`config.mk`:
```
export PLATFORM = sky130hd
export DESIGN_NAME = fir_coeff_loader
export DESIGN_NICKNAME = d
export VERILOG_FILES = /design/src/rtl/fir_coeff_loader.sv
export SDC_FILE = /design/constraint.sdc
export NUM_CORES = 1
export LEC_CHECK = 0
export CAP_MARGIN = 20
export CORE_MARGIN = 5
export CORE_UTILIZATION = 59
export CTS_BUF_LIST = sky130_fd_sc_hd__clkbuf_16
export CTS_CLUSTER_SIZE = 8
export DETAILED_ROUTE_END_ITERATION = 10
export PLACE_DENSITY = 0.77
export SYNTH_ARGS = -nofsm -noshare
export SYNTH_HDL_FRONTEND = slang
export SYNTH_SLANG_ARGS = --single-unit
```
`constraint.sdc`:
```
create_clock -name clk -period 11.3 [get_ports clk]
set_input_delay 1.695 -clock clk [delete_from_list [all_inputs] [get_ports clk]]
set_output_delay 1.695 -clock clk [all_outputs]
set_load 0.05 [all_outputs]
```
`src/rtl/fir_coeff_loader.sv`:
```
// -----------------------------------------------------------------------------
// fir_coeff_loader
//
// AXI-Lite write-only initiator that programs the FIR filter's register slave
// from a local coefficient buffer. Local logic fills the buffer and then
// pulses `start`. The block then issues three kinds of write:
//   write 0      : CTRL  = {0, load=1, 22'b0, N}
//   writes 1..N  : COEFF = sign-extended buffer[i-1]
//   write N+1    : CTRL  = {enable=1, 0, 22'b0, N}
// The transfer ends with a one-cycle `done` pulse and a sticky error
// classification.
//
// Ports
//   clk, rst            single clock, asynchronous active-high reset
//   coeff_we/waddr/wdata local buffer write port (ignored while busy)
//   tap_count, start    transfer request; tap_count is sampled with start
//   busy, done          transfer in progress / one-cycle completion pulse
//   error, err_code     sticky result: 0 none, 1 bad tap_count,
//                       2 BRESP not OKAY, 3 per-write timeout
//   m_axi_aw*/w*/b*     AXI-Lite write address, data and response channels
// -----------------------------------------------------------------------------
module fir_coeff_loader #(
  parameter int                    MAX_TAPS       = 16,
  parameter int                    ADDR_WIDTH     = 32,
  parameter int                    DATA_WIDTH     = 32,
  parameter logic [ADDR_WIDTH-1:0] BASE_ADDR      = '0,
  parameter int                    TIMEOUT_CYCLES = 256
) (
  input  logic                        clk,
  input  logic                        rst,
  input  logic                        coeff_we,
  input  logic [$clog2(MAX_TAPS)-1:0] coeff_waddr,
  input  logic [15:0]                 coeff_wdata,
  input  logic [7:0]                  tap_count,
  input  logic                        start,
  output logic                        busy,
  output logic                        done,
  output logic                        error,
  output logic [1:0]                  err_code,
  output logic [ADDR_WIDTH-1:0]       m_axi_awaddr,
  output logic [2:0]                  m_axi_awprot,
  output logic                        m_axi_awvalid,
  input  logic                        m_axi_awready,
  output logic [DATA_WIDTH-1:0]       m_axi_wdata,
  output logic [3:0]                  m_axi_wstrb,
  output logic                        m_axi_wvalid,
  input  logic                        m_axi_wready,
  input  logic [1:0]                  m_axi_bresp,
  input  logic                        m_axi_bvalid,
  output logic                        m_axi_bready
);

  localparam int IW = $clog2(MAX_TAPS);
  localparam int CW = $clog2(TIMEOUT_CYCLES + 1);

  typedef enum logic [1:0] {
    IDLE      = 2'd0,
    ADDR_DATA = 2'd1,
    WAIT_B    = 2'd2,
    DONE      = 2'd3
  } state_t;

  state_t state, state_nxt;

  logic [15:0]           coeff_buf [MAX_TAPS];
  logic [7:0]            n_taps;     // tap count latched at start
  logic [8:0]            idx;        // current write number, 0..N+1
  logic                  aw_done;    // address handshake already taken
  logic                  w_done;     // data handshake already taken
  logic [CW-1:0]         cnt;        // cycles spent on the current write

  logic                  aw_hs, w_hs;
  logic                  bad_count, expired, last_write;
  logic                  start_ok, start_bad, next_beat, err_set;
  logic [1:0]            err_val;
  logic [15:0]           coeff_rd;
  logic [ADDR_WIDTH-1:0] nxt_addr;
  logic [DATA_WIDTH-1:0] nxt_data;

  assign m_axi_awprot = 3'b000;
  assign m_axi_wstrb  = 4'hF;
  assign error        = (err_code != 2'd0);

  assign aw_hs      = (state == ADDR_DATA) && !aw_done && m_axi_awready;
  assign w_hs       = (state == ADDR_DATA) && !w_done  && m_axi_wready;
  assign bad_count  = (tap_count == 8'd0) || (int'(tap_count) > MAX_TAPS);
  assign expired    = (cnt == CW'(TIMEOUT_CYCLES - 1));
  assign last_write = (idx == ({1'b0, n_taps} + 9'd1));

  // Address/data of the write that follows the current one. Write idx+1 is
  // either coefficient buffer[idx] or, after the last coefficient, the commit.
  assign coeff_rd = coeff_buf[idx[IW-1:0]];

  always_comb begin
    // NOTE: every signal gets a default before the branches so no path
    // leaves it unassigned, which would otherwise infer a latch.
    nxt_addr = BASE_ADDR + ADDR_WIDTH'(4);
    nxt_data = {{16{coeff_rd[15]}}, coeff_rd};
    if (idx == {1'b0, n_taps}) begin
      nxt_addr = BASE_ADDR;
      nxt_data = {1'b1, 1'b0, 22'b0, n_taps};
    end
  end

  // State register
  always_ff @(posedge clk or posedge rst) begin
    // NOTE: clocked state uses non-blocking assignments so every register
    // samples the pre-edge values regardless of statement order.
    if (rst) state <= IDLE;
    else     state <= state_nxt;
  end

  // Next-state and handshake outputs
  always_comb begin
    state_nxt     = state;
    busy          = (state != IDLE);
    done          = 1'b0;
    m_axi_awvalid = 1'b0;
    m_axi_wvalid  = 1'b0;
    m_axi_bready  = 1'b0;
    start_ok      = 1'b0;
    start_bad     = 1'b0;
    next_beat     = 1'b0;
    err_set       = 1'b0;
    err_val       = 2'd0;
    case (state)
      IDLE: begin
        if (start) begin
          if (bad_count) begin
            state_nxt = DONE;
            start_bad = 1'b1;
          end else begin
            state_nxt = ADDR_DATA;
            start_ok  = 1'b1;
          end
        end
      end
      ADDR_DATA: begin
        m_axi_awvalid = !aw_done;
        m_axi_wvalid  = !w_done;
        if (expired) begin
          state_nxt = DONE;
          err_set   = 1'b1;
          err_val   = 2'd3;
        end else if ((aw_done || aw_hs) && (w_done || w_hs)) begin
          state_nxt = WAIT_B;
        end
      end
      WAIT_B: begin
        m_axi_bready = 1'b1;
        if (m_axi_bvalid) begin
          if (m_axi_bresp != 2'b00) begin
            state_nxt = DONE;
            err_set   = 1'b1;
            err_val   = 2'd2;
          end else if (last_write) begin
            state_nxt = DONE;
          end else begin
            state_nxt = ADDR_DATA;
            next_beat = 1'b1;
          end
        end else if (expired) begin
          // Abandoning an outstanding write is a deliberate recovery path:
          // the slave is presumed dead and bready is simply withdrawn.
          state_nxt = DONE;
          err_set   = 1'b1;
          err_val   = 2'd3;
        end
      end
      DONE: begin
        done      = 1'b1;
        state_nxt = IDLE;
      end
      default: state_nxt = IDLE;
    endcase
  end

  // Buffer, write sequencing and result registers
  always_ff @(posedge clk or posedge rst) begin
    if (rst) begin
      // NOTE: the buffer is small and must read back as zero after reset, so
      // it is reset entry by entry rather than left as uninitialised RAM.
      for (int i = 0; i < MAX_TAPS; i++) coeff_buf[i] <= '0;
      n_taps       <= '0;
      idx          <= '0;
      aw_done      <= 1'b0;
      w_done       <= 1'b0;
      cnt          <= '0;
      err_code     <= 2'd0;
      m_axi_awaddr <= '0;
      m_axi_wdata  <= '0;
    end else begin
      // Buffer writes land in IDLE only, so a write in the start cycle is
      // visible to the transfer (coefficients are read after write 0).
      if (coeff_we && (state == IDLE) && (int'(coeff_waddr) < MAX_TAPS))
        coeff_buf[coeff_waddr] <= coeff_wdata;

      if (aw_hs) aw_done <= 1'b1;
      if (w_hs)  w_done  <= 1'b1;
      if ((state == ADDR_DATA) || (state == WAIT_B)) cnt <= cnt + CW'(1);

      if (start_ok) begin
        n_taps       <= tap_count;
        idx          <= '0;
        aw_done      <= 1'b0;
        w_done       <= 1'b0;
        cnt          <= '0;
        err_code     <= 2'd0;
        m_axi_awaddr <= BASE_ADDR;
        m_axi_wdata  <= {1'b0, 1'b1, 22'b0, tap_count};
      end

      if (next_beat) begin
        idx          <= idx + 9'd1;
        aw_done      <= 1'b0;
        w_done       <= 1'b0;
        cnt          <= '0;
        m_axi_awaddr <= nxt_addr;
        m_axi_wdata  <= nxt_data;
      end

      if (start_bad) err_code <= 2'd1;
      if (err_set)   err_code <= err_val;
    end
  end

endmodule

```
# [Word level (Yosys, flattened, before mapping)]
# Cells that the tools add are included.
[word_totals] output_inout_bits=79 elab_cells=124 register_bits=352 input_bits=37
[classes] n_reduce_logical=24 eq_ne=9 bitwise=2 magnitude_cmp=4 add_sub_neg=3 n_mux=57
[ops] op="bitwise mux 256 bit" n=1
[ops] op="two-way mux 32 bit" n=5
[ops] op="binary-select mux 16 bit (select 4 bit)" n=1
[ops] op="demux 16 bit (select 4 bit)" n=1
[ops] op="two-way mux 16 bit" n=3
[ops] op="two-way mux 9 bit" n=5
[ops] op="two-way mux 2 bit" n=14
[ops] op="two-way mux 1 bit" n=23
[ops] op="adder 9 x 1 -> 9 bit (second input constant)" n=2
[ops] op="nonzero test 3 bit" n=4
[ops] op=">= comparator 5 bit (second input constant)" n=2
[ops] op="NOT 4 -> 5 bit" n=2
[ops] op="adder 8 x 1 -> 9 bit (second input constant)" n=1
[ops] op="equality test 9 x 8 -> 1 bit" n=1
[ops] op="equality test 9 x 8 -> 1 bit (second input constant)" n=1
[ops] op="equality test 9 bit" n=1
[ops] op="greater-than comparator 8 x 5 -> 1 bit (second input constant)" n=1
[ops] op="zero test 8 bit" n=1
[ops] op="one-hot mux 2 bit (4 select lines)" n=1
[ops] op="nonzero test 2 bit" n=4
[ops] op="logical AND 1 bit" n=7
[ops] op="< comparator 5 x 1 -> 1 bit (second input constant)" n=1
[ops] op="equality test 2 bit (second input constant)" n=2
[ops] op="logical OR 1 bit" n=4
[ops] op="other kinds (10)" n=11

# [Longest topological paths before layout]
[depth] word_depth=8 mapped_depth=11 mapped_depth_nobuf=9

# [Least setup slack after synthesis]
# OpenSTA, ideal clock, no wires.
[synth_path] path_kind="in2reg" start="input coeff_waddr[1]" end="register coeff_buf[48] in the netlist's numbering" setup_slack_ps=7872 setup_time_ps=125 t_required_ps=11175 arrival_ps=3304 path_buffers=2 stages=4 cell_sequence="clkbuf_1 -> nor4_1 -> buf_2 -> mux2_2"
[synth_via] elab_chain_len=6 word_cells_on_any_way=7 classes_between="order compare: 2; mux: 3; bitwise: 1; reduce/logical: 1"
[synth_lines] item="from (decl)" line="32" text="input logic [$clog2(MAX_TAPS)-1:0] coeff_waddr,"
[synth_lines] item="NOT 4 -> 5 bit (implied by the code) *" line="196" text="coeff_buf[coeff_waddr] <= coeff_wdata;"
[synth_lines] item=">= comparator 5 bit (implied by the code) or < comparator 5 x 1 -> 1 bit (tied branches)" line="196"
[synth_lines] item="logical AND 1 bit (implied by the code)" line="196"
[synth_lines] item="two-way mux 16 bit (implied by the code)" line="196"
[synth_lines] item="demux 16 bit (select 4 bit) *" line="196"
[synth_lines] item="bitwise mux 256 bit *" line="196"
[synth_lines] item="to (signal, indexed assignment)" line="196"
[synth_lines] item="to (decl)" line="65" text="logic [15:0] coeff_buf [MAX_TAPS];"
# Mark *: on every way between the ends. The rest lies on a longest branch, timed or not.
# A chain may end at the register's enable or synchronous reset.

# [Worst setup path in the final report]
[layout_path] start="register state[1]" end="output m_axi_wvalid"
[layout_via] elab_chain_len=2
[layout_lines] item="from (decl)" line="63" text="state_t state, state_nxt;"
[layout_lines] item="from (signal assigned)" line="110" text="else state <= state_nxt;"
[layout_lines] item="equality test 2 x 1 -> 1 bit" line="126" text="case (state)"
[layout_lines] item="two-way mux 1 bit" line="126"
[layout_lines] item="to (decl)" line="46" text="output logic m_axi_wvalid,"
# No other way between the ends.

==> metrics.txt <==
total core area 0.0245 mm²; Mean Syn Cell Area about 14 µm²; initial antenna violation count 1; Residual DRC 0; number of hold violations in the final report 0; mux cell area share after synthesis 0.325; HP Class reg -> reg; worst skew pair latency about 0.53 ns; Seq cells post-synth between 300 and 400; maximum VDD drop ~0.18 mV; total grt overflow 0; share of cells above drive strength 1 0.387; fin. max-slew vios 0; FFs w/ async S/R, synth 1.00; Sw Share 0.319; RSZ-0062 raised after global routing no; WS Path Type reg -> out; Post-CTS Resized 0; Tmin final 4.10 ns; pin count of the biggest net entering global routing 190; placed inst area between 0.015 and 0.02 mm²; Peak Freq about 0.24 GHz; Top-Level Pins between 100 and 150; hold buffers post-CTS 0; Post-Synth Simple-Gate Area 0.0471; Starting DRT DRC Count approximately 540; worst slew pin tran between 1 and 1.5 ns; DRT antenna net count 0; clk root buf clkbuf_16; Layout Skew ~0.013 ns; width of the die roughly 170 µm; Die Span Y about 170 µm; sequential share of the synthesized area 0.522; cell area after synthesis ~0.015 mm²; Yosys Warn Count 0; Avg WL per Cell approximately 23 µm; post-layout util 0.682; P&R area growth vs syn 13.4%; P_leak approximately 0.0076 µW; Pre-Repair DR Iteration Count 5; MaxCap Viol Count 0; number of H-tree levels 2; critical path endpoint category output port; Setup TNS 0 ns; Compound-Gate Fraction of Synth Area 0.0345; first-pass GRT wire length between 50000 and 60000 µm; slew margin rel. 0.230; reg-to-reg slack, setup 7.83 ns; Vias/cell approximately 6.2; Synth Flop Type dfrtp_1; Pint 3000 µW; Comb pwr share 0.337; CTS sink cnt between 300 and 400; Final #Nets approximately 1100; Adder-Cell Fraction of Synth Area 0.00766; crit-path max FO 9; WP data required about 9.6 ns; TritonCTS clock tree yes; clock network fraction of total power 0.258; clk slew on worst S/H paths about 0.050 ns; Post-Synth XOR/XNOR Area 0.0113; total track usage 0.235; CP Launch Type register; Final GP Congestion 0.794; Critical Path AT 2.40 ns; final non-filler cell area ~0.017 mm²; total CTS buffers 44; die area about 0.028 mm²; Netlist cell types between 40 and 50; Post-Syn Instances about 1000; Clock Path Buffers 3; Final HPWL DP a little under 20000 µm; final setup violation count 0; vias in the first global route 9156; power per cell area between 200 and 300 mW/mm²; number of synthesized flops with an enable pin 0; sequential share of power 0.404; vias between 8000 and 9000; drt total wl roughly 32000 µm; num rows 57; NetSw approximately 1400 µW; # fillers roughly 1700; outcome finished clean; Starting Density 0.601; largest family of logic cells by synthesized area multiplexers; I/O Buffers 77; part of the cycle the worst path needs 0.363; Setup Fix Bufs, Post-CTS 0
[stage by stage]
step / setup slack, ns / power, µW / hold slack (ns) / cells
2_1_floorplan: 1.12 / 2910 / 0.474 / 1076
3_3_place_gp: 7.18 / 3220 / 0.482 / 1371
3_5_place_dp: 7.17 / 3280 / 0.489 / 1371
4_1_cts: 7.19 / 4430 / 0.500 / 1421
5_1_grt: 7.14 / 4640 / 0.511 / 1422
6_report: 7.20 / 4400 / 0.497 / 1422
[cell usage after synthesis, types with 8 or more instances]
master	instances	area, µm²
dfrtp_1	307	7680
mux2_2	262	2950
mux4_2	74	1670
buf_4	56	420
clkbuf_1	48	180
nand2_1	28	105
nor2_1	27	101
nand3_1	22	110
o21ai_0	21	105
mux2i_1	17	170
buf_2	16	80.1
a21oi_1	15	75.1
inv_1	11	41.3
xnor2_1	11	96.3
and2_1	10	62.6
ha_1	9	113
a211oi_1	8	60.1
xor2_1	8	70.1
[layout by cell type, fill, tap and decap left out, types with 4 or more instances in the layout]
cell	n
a21oi_1	15
clkbuf_16	45
nor2_1	18
mux2i_1	17
nor2_2	9
nor3_1	7
clkdlybuf4s50_1	77
nand2_1	28
ha_1	9
o21ai_0	21
a211oi_1	8
and2_1	10
xnor2_1	11
o22ai_1	4
nor3b_1	4
conb_1	38
or3_1	7
nand3_1	22
xor2_1	8
o221ai_1	6
mux2_2	262
nand4_1	7
dfrtp_1	305
buf_4	20
nand2b_1	6
a21o_1	4
nor2b_1	4
inv_1	12
mux4_2	74
[power groups by stage]
stage | Combinational (µW) | Sequential [µW] | Clock [µW]
final | 1490 | 1780 | 1140
after global routing | 1600 | 1830 | 1210
after CTS | 1490 | 1780 | 1160
after detailed placement | 1490 | 1790 | 0
after global placement | 1450 | 1770 | 0
after floorplan | 1140 | 1770 | 0
[layout make-up]
type | count | area (µm²) | share of cell area
antenna | 1 | 2.50 | 0.000150
timing repair buffer | 98 | 941 | 0.0564
clock buffer | 45 | 1130 | 0.0675
sequential | 307 | 7690 | 0.461
clock inverter | 5 | 32.5 | 0.00195
multi-input combinational | 630 | 6440 | 0.386
tap | 324 | 405 | 0.0243
inverter | 12 | 52.6 | 0.00315
[state kept, by name (all words and copies together) (netlist names)]
register      count
coeff_buf       256
aw_done           1
n_taps            8
state             2
err_code          2
m_axi_wdata      18
m_axi_awaddr      1
idx               9
w_done            1
cnt               9
[path summary, 6_finish.rpt]
kind	from	end	depth (start not counted)
min in group asynchronous	rst	cnt[5]$_DFFE_PP0P_	2
worst max register to register	n_taps[0]$_DFFE_PP0P_	cnt[8]$_DFFE_PP0P_	8
worst min register to register	coeff_buf[16]$_DFFE_PP0P_	coeff_buf[16]$_DFFE_PP0P_	1
max in group asynchronous	rst	coeff_buf[230]$_DFFE_PP0P_	3
worst min-delay path	coeff_buf[16]$_DFFE_PP0P_	coeff_buf[16]$_DFFE_PP0P_	1
worst max-delay path	state[1]$_DFFE_PP0P_	m_axi_wvalid	4
[worst max-delay path, stage by stage (launching register included)]
cell	delay, ns
dfrtp_1	0.42
inv_1	0.13
ha_1	0.34
nor2b_1	0.17
clkdlybuf4s50_1	0.81
[logic make-up (layout without fill, tap and decap cells)]
logic type / count (synthesis) / in the layout
AO/OA/AOI/OAI: 75 / 75
XOR/XNOR: 19 / 19
adder cells (fa/ha/maj): 9 / 9
buffers and inverters: 139 / 160
flip-flops: 307 / 307
multiplexers: 353 / 353
other: 2 / 39
AND/OR/NAND/NOR: 136 / 136
[metal layers]
metal | share of wire | global-route usage
met1 | 0.43 | 0.331
met2 | 0.50 | 0.384
met3 | 0.050 | 0.0356
met4 | 0.021 | 0.0674
met5 | 0 | 0
Power figures use the tool's default switching activity.
